===== config.mk =====
export PLATFORM = sky130hd
export DESIGN_NAME = ioctl_dl_streamer
export DESIGN_NICKNAME = d
export VERILOG_FILES = /design/src/rtl/ioctl_pkg.sv /design/src/rtl/ioctl_pace_cnt.sv /design/src/rtl/ioctl_dl_streamer.sv
export SDC_FILE = /design/constraint.sdc
export NUM_CORES = 1
export LEC_CHECK = 0
export BUFFER_PORTS_ARGS = -buffer_cell sky130_fd_sc_hd__buf_4
export CAP_MARGIN = 20
export CORE_MARGIN = 5
export CORE_UTILIZATION = 57
export CTS_CLUSTER_SIZE = 10
export DETAILED_ROUTE_END_ITERATION = 7
export GPL_TIMING_DRIVEN = 0
export PLACE_DENSITY = 0.78
export SLEW_MARGIN = 10
export SYNTH_ARGS = -nofsm -noshare
export SYNTH_HDL_FRONTEND = slang
export SYNTH_SLANG_ARGS = --single-unit

===== constraint.sdc =====
create_clock -name clk_48 -period 6.11 [get_ports clk_48]
set_input_delay 1.222 -clock clk_48 [delete_from_list [all_inputs] [get_ports clk_48]]
set_output_delay 1.222 -clock clk_48 [all_outputs]
set_load 0.005 [all_outputs]

===== src/rtl/ioctl_pkg.sv =====
// Shared definitions for the ioctl download path: FSM encoding and default
// timing constants, common to the streamer and the core-side decoder.
package ioctl_pkg;

    typedef enum logic [2:0] {
        ST_IDLE  = 3'd0,
        ST_LEAD  = 3'd1,
        ST_FETCH = 3'd2,
        ST_WRITE = 3'd3,
        ST_GAP   = 3'd4,
        ST_TAIL  = 3'd5,
        ST_DONE  = 3'd6
    } ioctl_state_t;

    localparam int unsigned IOCTL_ADDR_W   = 25;
    localparam int unsigned IOCTL_WR_GAP   = 4;
    localparam int unsigned IOCTL_LEAD_CYC = 2;
    localparam int unsigned IOCTL_TAIL_CYC = 2;
    localparam int unsigned PACE_W         = 8;

    // GAP clocks after the WRITE clock: FETCH and WRITE take the other two of
    // each wr-to-wr period; GAP always lasts at least one clock.
    function automatic int unsigned gap_hold_cycles(input int unsigned wr_gap);
        return (wr_gap > 3) ? wr_gap - 2 : 1;
    endfunction

endpackage


===== src/rtl/ioctl_pace_cnt.sv =====
// Loadable down counter; terminal count flags when the loaded interval has elapsed.
module ioctl_pace_cnt
    import ioctl_pkg::*;
(
    input  logic              i_clk,
    input  logic              i_rst,
    input  logic              i_load,
    input  logic [PACE_W-1:0] i_value,
    output logic              o_tc_c
);

    logic [PACE_W-1:0] r_cnt;

    always_ff @(posedge i_clk or posedge i_rst) begin
        if (i_rst) begin
            r_cnt <= '0;
        end else if (i_load) begin
            r_cnt <= i_value;
        end else if (r_cnt != '0) begin
            r_cnt <= r_cnt - PACE_W'(1);
        end
    end

    assign o_tc_c = (r_cnt == '0);

endmodule


===== src/rtl/ioctl_dl_streamer.sv =====
// Streams a byte image from a valid/ready source onto a core's ioctl download
// port, pacing writes and honouring ioctl_wait.
module ioctl_dl_streamer
    import ioctl_pkg::*;
#(
    parameter int unsigned ADDR_W   = IOCTL_ADDR_W,
    parameter int unsigned WR_GAP   = IOCTL_WR_GAP,
    parameter int unsigned LEAD_CYC = IOCTL_LEAD_CYC,
    parameter int unsigned TAIL_CYC = IOCTL_TAIL_CYC
) (
    input  logic              clk_48,
    input  logic              reset,
    input  logic              start,
    input  logic              abort,
    input  logic [7:0]        index_i,
    input  logic [ADDR_W-1:0] base_i,
    input  logic [ADDR_W-1:0] length_i,
    input  logic              src_valid,
    input  logic [7:0]        src_data,
    output logic              src_ready,
    input  logic              ioctl_wait,
    output logic              ioctl_download,
    output logic [7:0]        ioctl_index,
    output logic              ioctl_wr,
    output logic [ADDR_W-1:0] ioctl_addr,
    output logic [7:0]        ioctl_dout,
    output logic              busy,
    output logic              done
);

    localparam int unsigned       GAP_CYC = gap_hold_cycles(WR_GAP);
    localparam logic [PACE_W-1:0] LEAD_LD = PACE_W'(LEAD_CYC - 1);
    localparam logic [PACE_W-1:0] GAP_LD  = PACE_W'(GAP_CYC - 1);
    localparam logic [PACE_W-1:0] TAIL_LD = PACE_W'(TAIL_CYC - 1);

    ioctl_state_t      r_state;
    ioctl_state_t      w_state_nxt;
    logic [7:0]        r_index;
    logic [7:0]        r_dout;
    logic [ADDR_W-1:0] r_base;
    logic [ADDR_W-1:0] r_length;
    logic [ADDR_W-1:0] r_sent;
    logic [ADDR_W-1:0] r_addr;
    logic              r_download;
    logic              r_busy;
    logic              r_done;
    logic              w_load;
    logic [PACE_W-1:0] w_load_val;
    logic              w_tc;
    logic              w_pop;
    logic              w_wr;
    logic              w_accept;
    logic              w_active_nxt;

    ioctl_pace_cnt u_pace (
        .i_clk   (clk_48),
        .i_rst   (reset),
        .i_load  (w_load),
        .i_value (w_load_val),
        .o_tc_c  (w_tc)
    );

    always_ff @(posedge clk_48 or posedge reset) begin
        if (reset) begin
            r_state <= ST_IDLE;
        end else begin
            r_state <= w_state_nxt;
        end
    end

    always_comb begin
        w_state_nxt  = r_state;
        w_load       = 1'b0;
        w_load_val   = '0;
        w_pop        = 1'b0;
        w_wr         = 1'b0;
        w_accept     = 1'b0;
        unique case (r_state)
            ST_IDLE: begin
                if (start) begin
                    w_accept    = 1'b1;
                    w_load      = 1'b1;
                    w_load_val  = LEAD_LD;
                    w_state_nxt = ST_LEAD;
                end
            end
            ST_LEAD: begin
                if (w_tc) begin
                    if ((r_length == '0) || abort) begin
                        w_load      = 1'b1;
                        w_load_val  = TAIL_LD;
                        w_state_nxt = ST_TAIL;
                    end else begin
                        w_state_nxt = ST_FETCH;
                    end
                end
            end
            ST_FETCH: begin
                if (src_valid) begin
                    w_pop       = 1'b1;
                    w_state_nxt = ST_WRITE;
                end
            end
            ST_WRITE: begin
                // Write only in a clock the core is not stalling.
                if (!ioctl_wait) begin
                    w_wr        = 1'b1;
                    w_load      = 1'b1;
                    w_load_val  = GAP_LD;
                    w_state_nxt = ST_GAP;
                end
            end
            ST_GAP: begin
                if (w_tc) begin
                    if ((r_sent == r_length) || abort) begin
                        w_load      = 1'b1;
                        w_load_val  = TAIL_LD;
                        w_state_nxt = ST_TAIL;
                    end else begin
                        w_state_nxt = ST_FETCH;
                    end
                end
            end
            ST_TAIL: begin
                if (w_tc) begin
                    w_state_nxt = ST_DONE;
                end
            end
            ST_DONE: begin
                w_state_nxt = ST_IDLE;
            end
            default: begin
                w_state_nxt = ST_IDLE;
            end
        endcase
        w_active_nxt = (w_state_nxt != ST_IDLE) && (w_state_nxt != ST_DONE);
    end

    // Transfer parameters, captured byte/address and the window flags.
    always_ff @(posedge clk_48 or posedge reset) begin
        if (reset) begin
            r_index    <= '0;
            r_base     <= '0;
            r_length   <= '0;
            r_sent     <= '0;
            r_addr     <= '0;
            r_dout     <= '0;
            r_download <= 1'b0;
            r_busy     <= 1'b0;
            r_done     <= 1'b0;
        end else begin
            if (w_accept) begin
                r_index  <= index_i;
                r_base   <= base_i;
                r_length <= length_i;
                r_sent   <= '0;
            end
            if (w_pop) begin
                r_dout <= src_data;
                r_addr <= r_base + r_sent;
            end
            if (w_wr) begin
                r_sent <= r_sent + ADDR_W'(1);
            end
            r_download <= w_active_nxt;
            r_busy     <= w_active_nxt;
            r_done     <= (w_state_nxt == ST_DONE);
        end
    end

    assign src_ready      = w_pop;
    assign ioctl_wr       = w_wr;
    assign ioctl_download = r_download;
    assign ioctl_index    = r_index;
    assign ioctl_addr     = r_addr;
    assign ioctl_dout     = r_dout;
    assign busy           = r_busy;
    assign done           = r_done;

endmodule


==> results.ini, run 1 <==
[layout]
antennaDiodeCount = 0
fin_util_pct = 71.8
multi_input_area_mm2 = 0.00346
fillerInstances = 916
nNetsFinal = 1021
area_growth_pct = 24.4
layout-drive-gt1-share_pct = 17.6
regArea_mm2 = 0.00323

[synthesis]
synth_area_per_cell_um2 = 8.77
yosysUniqueCellTypes = 67
syn-cell-area_mm2 = 0.00688
synth_edf_count = 0
synth-seq-area-share_pct = 46.9
async_reset_ff_share_pct = 100
netlist_instances = 784
ys.flop_type = dfrtp_1
syn-num-nets = 884
yosysWarnings = 0
ys_seq_elements = 129

[pwr]
clockPowerShare_pct = 25.7
irDropWorstVdd_uv = 228
power.switching_mw = 1.39
seq_power_share_pct = 37.4
power_leakage_nw = 4.25
sw_frac_of_total_pct = 35.8
share_comb_of_total_power_pct = 36.8
internal_power_mw = 2.49
pwr_density_cell_mw_per_mm2 = 454

[hold_path]
hold_class = flop to flop
min_from = ioctl_addr[16]
hold_end = ioctl_addr[16]
whs_path_depth = 2

[setup_path]
critPathMostFrequentCell = buf_4
rrSetupSlack_ps = 3110
crit_fanout = 10
r2r-end = ioctl_addr[22]
rr_startpoint = r_sent[5]
path_class = input pin to output pin
crit_chain = buf_4, nand3_1, clkinv_1, clkbuf_1, buf_4
crit_slowest_cell = clkinv_1
cp_top_family = buffers and inverters
crit_buf_inv = 4
cp.required_ps = 4890
crit_cells = 5
cp-start-kind = input pin
crit_arrival_ps = 2530
cp_slowest_stage_delay_ps = 390
worstSetupStartpoint = src_valid
rr_worst_depth = 8
end_kind = output pin

[die]
start_util_pct = 57.7
fp.dieH_um = 120
rows = 40
die_w_um = 120
top_level_ports = 118
core_mm2 = 0.0119
dieArea_mm2 = 0.0144

[sta]
hold_viol_final = 0
hold_slack_ps = 473
period_needed_ps = 3750
final.setup.worst_slack_ps = 2360
final-setup-viol-count = 0
fin_setup_tns_ps = 0
max_slew_margin_pct = 58.1
rsz0062_at_grt = no
fin_skew_ps = 7.60
max_freq_mhz = 267
finalCritPeriodShare_pct = 61.4
timing_worst_slew_pin_value_ps = 629
final_max_slew_viol_count = 0

[cts]
clock-sinks = 129
cts_buffer_depth = 2
ctsHoldBuffers = 0
clk_pin_slew_ps = 50
ctsResizeCount = 0
clock_latency_ps = 420
htreeDepth = 4
cts_inserted_buffers = 17
cts_tree = built
root_buffer = clkbuf_16
post_cts_buffers = 0

[drt]
drtIter0Drc = 591
wl_per_cell_um = 16.1
drc = 0
routed.top_layer = met4
first_pass_iters = 5
vias_per_cell = 5.65
met2_length_mm = 8.46
drt_wl_total_mm = 17.4
postRouteAntennaNets = 0
vias = 6102
wl_met3_um = 931
wl_met1_mm = 7.40

[placed_design]
gp_congestion = 0.968
portBuffers = 117
dp_hpwl_mm = 13.1
preCtsSetupSlack_ps = 2340

[status]
status = completed

[grt]
grt_overflow = 0
grt_pass1_vias = 6020
grt_pass1_wl_mm = 28.8
grt_usage_pct = 25.3
antenna_found_initial = 0
grt_max_degree = 75

[job]
max-cap-violations = 0

## tightest hold or removal path, stage by stage, from the launching register on
cell     delay [ps]
dfrtp_1         340
nand2_1          60
nand2_1          50
## flip-flops by register name (all words and copies together) (netlist names)
| name | cells |
|---|---|
| ioctl_addr | 25 |
| r_base | 25 |
| r_length | 25 |
| r_sent | 25 |
| ioctl_dout | 8 |
| ioctl_index | 8 |
| u_pace.r_cnt | 8 |
| r_state | 3 |
| busy | 1 |
| done | 1 |
## layer usage
layer | vias to the layer above | track usage, %
met4 | 0 | 11.7
met1 | 2881 | 31.5
met2 | 211 | 42.2
met5 | - | 0
met3 | 44 | 5.33
li1 | 2966 | -
## power groups by stage
stage	Clock (mW)	Sequential [mW]	Combinational, mW
floorplan	0	1.41	0.913
global placement	0	1.44	1.36
detailed placement	0	1.46	1.42
CTS	1.01	1.45	1.44
global route	1.05	1.50	1.62
finish	1.00	1.45	1.43
## cell families after synthesis
group	after synthesis	share of synthesized area [%]
flops	129	46.9
mux	9	1.33
xor+xnor	46	5.86
compound gates	126	12.2
fa+ha+maj	28	5.20
simple gates	396	25.7
buf+inv	50	2.80
## cell type report
type	count	area share [%]
flip-flops and latches	129	37.7
plain buffers	31	1.42
clock buffers	27	6.00
clock inverters	4	0.848
inverters	19	0.892
repair buffers	118	10.6
well taps	147	2.15
multi-input cells	605	40.4
## worst max-delay path by stage
stage	to	slack, ps
CTS	src_ready	2350
floorplan	busy	1450
finish	src_ready	2360
global placement	ioctl_dout[4]	140
detailed placement	src_ready	2340
global route	src_ready	2290
## synth_stat cells (all sizes together) (3+ instances only)
master  instances  area [um2]
o21ai          41         209
xnor2          35         307
and2            6        37.5
a31oi           3        18.8
mux2i           8        80.1
or3             3        18.8
a211oi          6        45.0
nor3           11        55.1
and3            6        37.5
o211ai         10        75.1
or2             3        18.8
nand2b          6        45.0
o21bai          4        30.0
nor2           34         135
a21oi          22         110
or4             6        48.8
inv            18        67.6
nand3b          3        26.3
nor4           10        62.6
a21o            7        52.6
o31ai          10        75.1
nand4          14        87.6
nand2         258         968
buf             3        16.3
clkbuf         28         105
nand3          27         135
xor2           11        96.3
dfrtp         129        3230
ha             27         338
## layout by cell type, fill, tap and decap left out, types with 8 or more instances in the layout
master     synthesis  routed
mux2i_1            8       8
clkbuf_16          0      17
a21oi_1           22      22
nand2_1          258     258
ha_1              27      27
xnor2_1           35      35
o31ai_1           10      10
nand3_1           27      27
nor4_1            10      10
inv_1             17      16
nand4_1           14      14
o21ai_0           40      40
o211ai_1          10      10
nor3_1            11      11
buf_4              1     118
nor2_1            33      33
clkbuf_1          28      33
dfrtp_1          129     129
xor2_1            11      11
## metrics by stage
| step | power (mW) | cells | cell area (um2) |
|---|---|---|---|
| 6_report | 3.88 | 1080 | 8560 |
| 5_1_grt | 4.16 | 1080 | 8560 |
| 4_1_cts | 3.90 | 1080 | 8560 |
| 3_5_place_dp | 2.88 | 1049 | 7970 |
| 3_3_place_gp | 2.80 | 1048 | 7940 |
| 2_1_floorplan | 2.32 | 784 | 6880 |
(Power assumes the default switching activity.)
==> inputs of run 2 (changes only) <==
Settings changed: ABC_AREA from default to 1, PLACE_DENSITY 0.78 to 0.77.
Clock period 6.11 ns to 3.77 ns, I/O delays scaled along.
==> run 2 against run 1 <==
  * Count of clock-buffer cells in the layout decreased by 1
  * Synthesized area rose by 6.8%
  * Critical path type is now flop to output pin
  * Clock skew down 1.4 ps
  * Clock power is 59% higher
  * Sequential power is 57% higher
  * First-iteration DRC count is 18% higher
  * Core utilization increased by 0.12 points
==> results.ini, run 2 <==
[hold_path]
hold_class = input pin to asynchronous set/reset pin

[synthesis]
synth_common_cells = nand2_1 (355), dfrtp_1 (129), nor2_1 (95), inv_1 (93), o21ai_0 (48)
synth_top_area_cell = dfrtp_1
async_reset_ff_share_pct = 100
synth_area_leaders = dfrtp_1 (44%), nand2_1 (18%), nor2_1 (4.9%)
syn-num-nets = 1086
ys.flop_type = dfrtp_1
synth-seq-area-share_pct = 44.0
ys_seq_elements = 129
yosysUniqueCellTypes = 41
post-synth-top-count-cell = nand2_1
netlist_instances = 986
synth_edf_count = 0
yosysWarnings = 0
syn-cell-area_mm2 = 0.00734
synth_area_per_cell_um2 = 7.45
yosys.area.top_type_share_pct = 44.0

[sta]
max_slew_margin_pct = 59.0
finalCritPeriodShare_pct = 76.4
timing_worst_slew_pin_value_ps = 614
fin_setup_tns_ps = 0
fin_skew_ps = 6.20
max_freq_mhz = 347
hold_viol_final = 0
final-setup-viol-count = 0
period_needed_ps = 2880
rsz0062_at_grt = no
final_max_slew_viol_count = 0

[layout]
antennaDiodeCount = 0
final_area_mm2 = 0.00908
final_cell_mix = nand2_1 (355), dfrtp_1 (129), buf_4 (118)
final_common_cell = nand2_1
nNetsFinal = 1226
area_growth_pct = 23.6
fin_cells = 1311
layout-drive-gt1-share_pct = 16.2

[pwr]
clockPowerShare_pct = 25.6
sw_frac_of_total_pct = 37.7
pwr_density_cell_mw_per_mm2 = 683
irDropWorstVdd_uv = 413
power_leakage_nw = 4.69
share_comb_of_total_power_pct = 37.8
internal_power_mw = 3.86
seq_power_share_pct = 36.6
power.switching_mw = 2.34

[drt]
vias = 6944
drc = 0
drt_wl_total_mm = 19.6
first_pass_iters = 5
vias_per_cell = 5.30
drtIter0Drc = 697
postRouteAntennaNets = 0
wl_per_cell_um = 14.9

[cts]
clock-sinks = 129
post_cts_buffers = 0
clock_latency_ps = 420
cts_inserted_buffers = 17
root_buffer = clkbuf_16
cts_buffer_depth = 2
ctsResizeCount = 0
ctsHoldBuffers = 0
htreeDepth = 4
clk_pin_slew_ps = 60
cts_tree = built

[die]
top_level_ports = 118
rows = 41
dieArea_mm2 = 0.0153
start_util_pct = 58.2
die_w_um = 124
fp.dieH_um = 124
core_mm2 = 0.0126

[grt]
grt_use_met1_pct = 35.2
grt_usage_pct = 26.7
met3_usage_pct = 4.76
grt_max_degree = 33
grt_pass1_wl_mm = 31.5
grt.busiest_layer = met2
grt_overflow = 0
antenna_found_initial = 0
grt_pass1_vias = 6435
grt_use_met2_pct = 44.6

[setup_path]
cp_slowest_stage_delay_ps = 420
end_kind = output pin
crit_buf_inv = 4
cp-start-kind = flop
cp_top_family = buffers and inverters
cp.required_ps = 3020
crit_fanout = 10
crit_chain = inv_1, nor3_1, nand2_1, inv_2, buf_2, buf_4
crit_slowest_cell = dfrtp_1
path_class = flop to output pin
crit_arrival_ps = 2120

[placed_design]
portBuffers = 117
dp_cells = 1279
gp_congestion = 0.964
dp_hpwl_mm = 15.3
placed_cell_area_mm2 = 0.00852

[status]
status = completed

[job]
max-cap-violations = 0

run 2: cell count changes after synthesis, sizes merged, moves of 8 or more:
cell    change
nand2      +99
inv        +80
nor2       +64
a21oi      +21
xnor2      -19
clkbuf     -18
a31oi      +15
o21ai      +12
nand3      +11
nor3       +11
o211ai     -10
buf         +8
o31ai       -8
run 2: logic make-up (layout without fill, tap and decap cells):
kind of cell,count (synthesis),count (layout),share of synthesized area (%)
fa+ha+maj,28,28,4.87
compound gates,129,129,9.66
xor+xnor,27,27,3.22
flops,129,129,44.0
mux,4,4,0.545
buf+inv,119,272,6.22
simple gates,550,550,31.5
run 2: routing by layer:
layer	vias to the layer above	part of all wire (%)	wire, um
met5	-	0	0
met4	0	2.3	441
met3	36	5.6	1100
met2	211	48	9500
met1	3223	44	8560
li1	3474	-	-
run 2: path summary, 6_finish.rpt:
kind                                     from              to  slack, ps  depth (start not counted)
worst max register to register      r_sent[0]  ioctl_addr[16]       1080                         11
worst min register to register  ioctl_dout[7]   ioctl_dout[7]        480                          2
worst min-delay path                    reset    r_length[23]        340                          2
max in group asynchronous               reset   ioctl_addr[2]       2700                          4
min in group clk_48             ioctl_dout[7]   ioctl_dout[7]        480                          2
worst max-delay path               r_state[1]       src_ready        890                          6
run 2: worst register-to-register path: cells and delay by family (launching register included):
kind	cells	cell delay, ps
buffers and inverters	3	370
AO/OA/AOI/OAI	4	760
AND/OR/NAND/NOR	2	340
flip-flops	1	480
adder cells (fa/ha/maj)	2	660
run 2: final cells by class:
| type | instances | area, um2 |
|---|---|---|
| Buffer | 21 | 88.8 |
| Clock buffer | 26 | 479 |
| Clock inverter | 6 | 80.1 |
| Fill cell | 1072 | 3540 |
| Inverter | 98 | 372 |
| Multi-Input combinational cell | 738 | 3660 |
| Sequential cell | 129 | 3230 |
| Tap cell | 172 | 215 |
| Timing Repair Buffer | 121 | 958 |
run 2: through the flow:
step                total power [mW]  hold WS (ps)  utilization (%)  setup WS (ps)
global route                    6.64           371             72.0            738
floorplan                       3.72           455                -           1420
finish                          6.20           335             72.0            891
CTS                             6.22           338             72.0            887
detailed placement              4.61           467             67.5           1060
global placement                4.53           463             66.9            564
run 2: power by group through the flow:
| stage | clock, mW | sequential (mW) | combinational (mW) |
|---|---|---|---|
| final | 1.59 | 2.27 | 2.35 |
| after global routing | 1.66 | 2.33 | 2.65 |
| after CTS | 1.59 | 2.27 | 2.36 |
| after detailed placement | 0 | 2.28 | 2.33 |
| after global placement | 0 | 2.26 | 2.27 |
| after floorplan | 0 | 2.22 | 1.51 |
==> inputs of run 3 (changes only) <==
Clock period 3.77 ns to 2.8 ns, I/O delays scaled along.
==> run 3 against run 2 <==
  * Core utilization about the same
  * Final area about the same
  * Critical path depth unchanged
  * Final cell count unchanged
  * Clock power increased by 34%
==> results.ini, run 3 (synthesized netlist as in run 2, its figures left out) <==
[sta]
finalCritPeriodShare_pct = 92.6
max_freq_mhz = 386
period_needed_ps = 2590
rsz0062_at_grt = no
hold_slack_ps = 140
fin_skew_ps = 6.08
final-setup-viol-count = 0
hold_viol_final = 0
final_max_slew_viol_count = 0
final.setup.worst_slack_ps = 209
max_slew_margin_pct = 59.1
timing_worst_slew_pin_value_ps = 614

[pwr]
irDropWorstVdd_uv = 555
pwr_density_cell_mw_per_mm2 = 919
power_leakage_nw = 4.69

[layout]
layout-drive-gt1-share_pct = 16.3
final_cell_mix = nand2_1 (354), dfrtp_1 (129), buf_4 (118)
antennaDiodeCount = 0
nNetsFinal = 1226
fin_util_pct = 72.0
area_growth_pct = 23.7
final_common_cell = nand2_1

[drt]
drc = 0
first_pass_iters = 6
vias_per_cell = 5.32
wl_per_cell_um = 15.0
postRouteAntennaNets = 0
vias = 6975
drtIter0Drc = 691
drt_wl_total_mm = 19.6

[die]
start_util_pct = 58.2
dieArea_mm2 = 0.0153
top_level_ports = 118
fp.dieH_um = 124
core_mm2 = 0.0126
rows = 41
die_w_um = 124

[grt]
antenna_found_initial = 0
grt_max_degree = 33
grt_overflow = 0
grt_usage_pct = 26.7
grt_pass1_vias = 6435
grt_pass1_wl_mm = 31.5

[cts]
clock_latency_ps = 420
cts_tree = built
root_buffer = clkbuf_16
cts_buffer_depth = 2
cts_inserted_buffers = 17
clock-sinks = 129
htreeDepth = 4
post_cts_buffers = 0
clk_pin_slew_ps = 60

[placed_design]
dp_hpwl_mm = 15.3
portBuffers = 117
gp_congestion = 0.964
preCtsSetupSlack_ps = 157

[setup_path]
crit_chain = inv_1, nor3_1, nand2_2, inv_2, buf_2, buf_4
end_kind = output pin
path_class = flop to output pin
crit_fanout = 10
crit_buf_inv = 4
cp.required_ps = 2240
crit_slowest_cell = dfrtp_1
cp-start-kind = flop
crit_arrival_ps = 2030
cp_top_family = buffers and inverters
cp_slowest_stage_delay_ps = 420

[status]
status = completed

[job]
max-cap-violations = 0

[hold_path]
hold_class = input pin to asynchronous set/reset pin

## run 3: changes by cell type in the layout (fill, tap and decap cells not counted)
cell,previous run,this run
o21ai_1,5,6
o21ai_0,48,47
nand2_1,355,354
nand2_2,2,3
## run 3: worst paths after layout
check                           cells after the start          start              to  slack [ps]
worst max-delay path                                6     r_state[1]       src_ready         210
worst min-delay path                                2          reset    r_length[23]         140
worst max register to register                     11      r_sent[0]  ioctl_addr[16]         260
worst min register to register                      2  ioctl_dout[7]   ioctl_dout[7]         480
max in group asynchronous                           4          reset   ioctl_addr[2]        1920
min in group clk_48                                 3   length_i[19]    r_length[19]         330
## run 3: power by group
| group | switching (mW) | internal (mW) |
|---|---|---|
| Sequential | 0.497 | 2.56 |
| Combinational | 1.87 | 1.29 |
| Clock | 0.782 | 1.35 |
## run 3: what timing repair did
item | in CTS | in global routing
gates resized for setup | 0 | 2
setup endpoints to repair | 0 | 3
hold buffers | 0 | 0
## run 3: stage by stage
stage / area (um2) / instances / total power [mW] / TNS, ps
after floorplan: 7350 / 986 / 5.01 / 0
after global placement: 8440 / 1275 / 6.10 / -25670
after detailed placement: 8520 / 1279 / 6.21 / 0
after CTS: 9080 / 1311 / 8.37 / 0
after global routing: 9080 / 1311 / 8.95 / 0
final: 9080 / 1311 / 8.35 / 0
## run 3: layout make-up
class                           instances  area, um2
Timing Repair Buffer                  121        958
Tap cell                              172        215
Clock buffer                           26        479
Inverter                               98        372
Buffer                                 21       88.8
Sequential cell                       129       3230
Clock inverter                          6       80.1
Multi-Input combinational cell        738       3660
Fill cell                            1075       3540
## run 3: per-layer routing
| layer | up-vias | track usage (%) | part of all wire (%) |
|---|---|---|---|
| li1 | 3477 | - | - |
| met1 | 3217 | 35.2 | 43 |
| met2 | 243 | 44.6 | 49 |
| met3 | 38 | 4.76 | 6.0 |
| met4 | 0 | 8.79 | 2.3 |
| met5 | - | 0 | 0 |
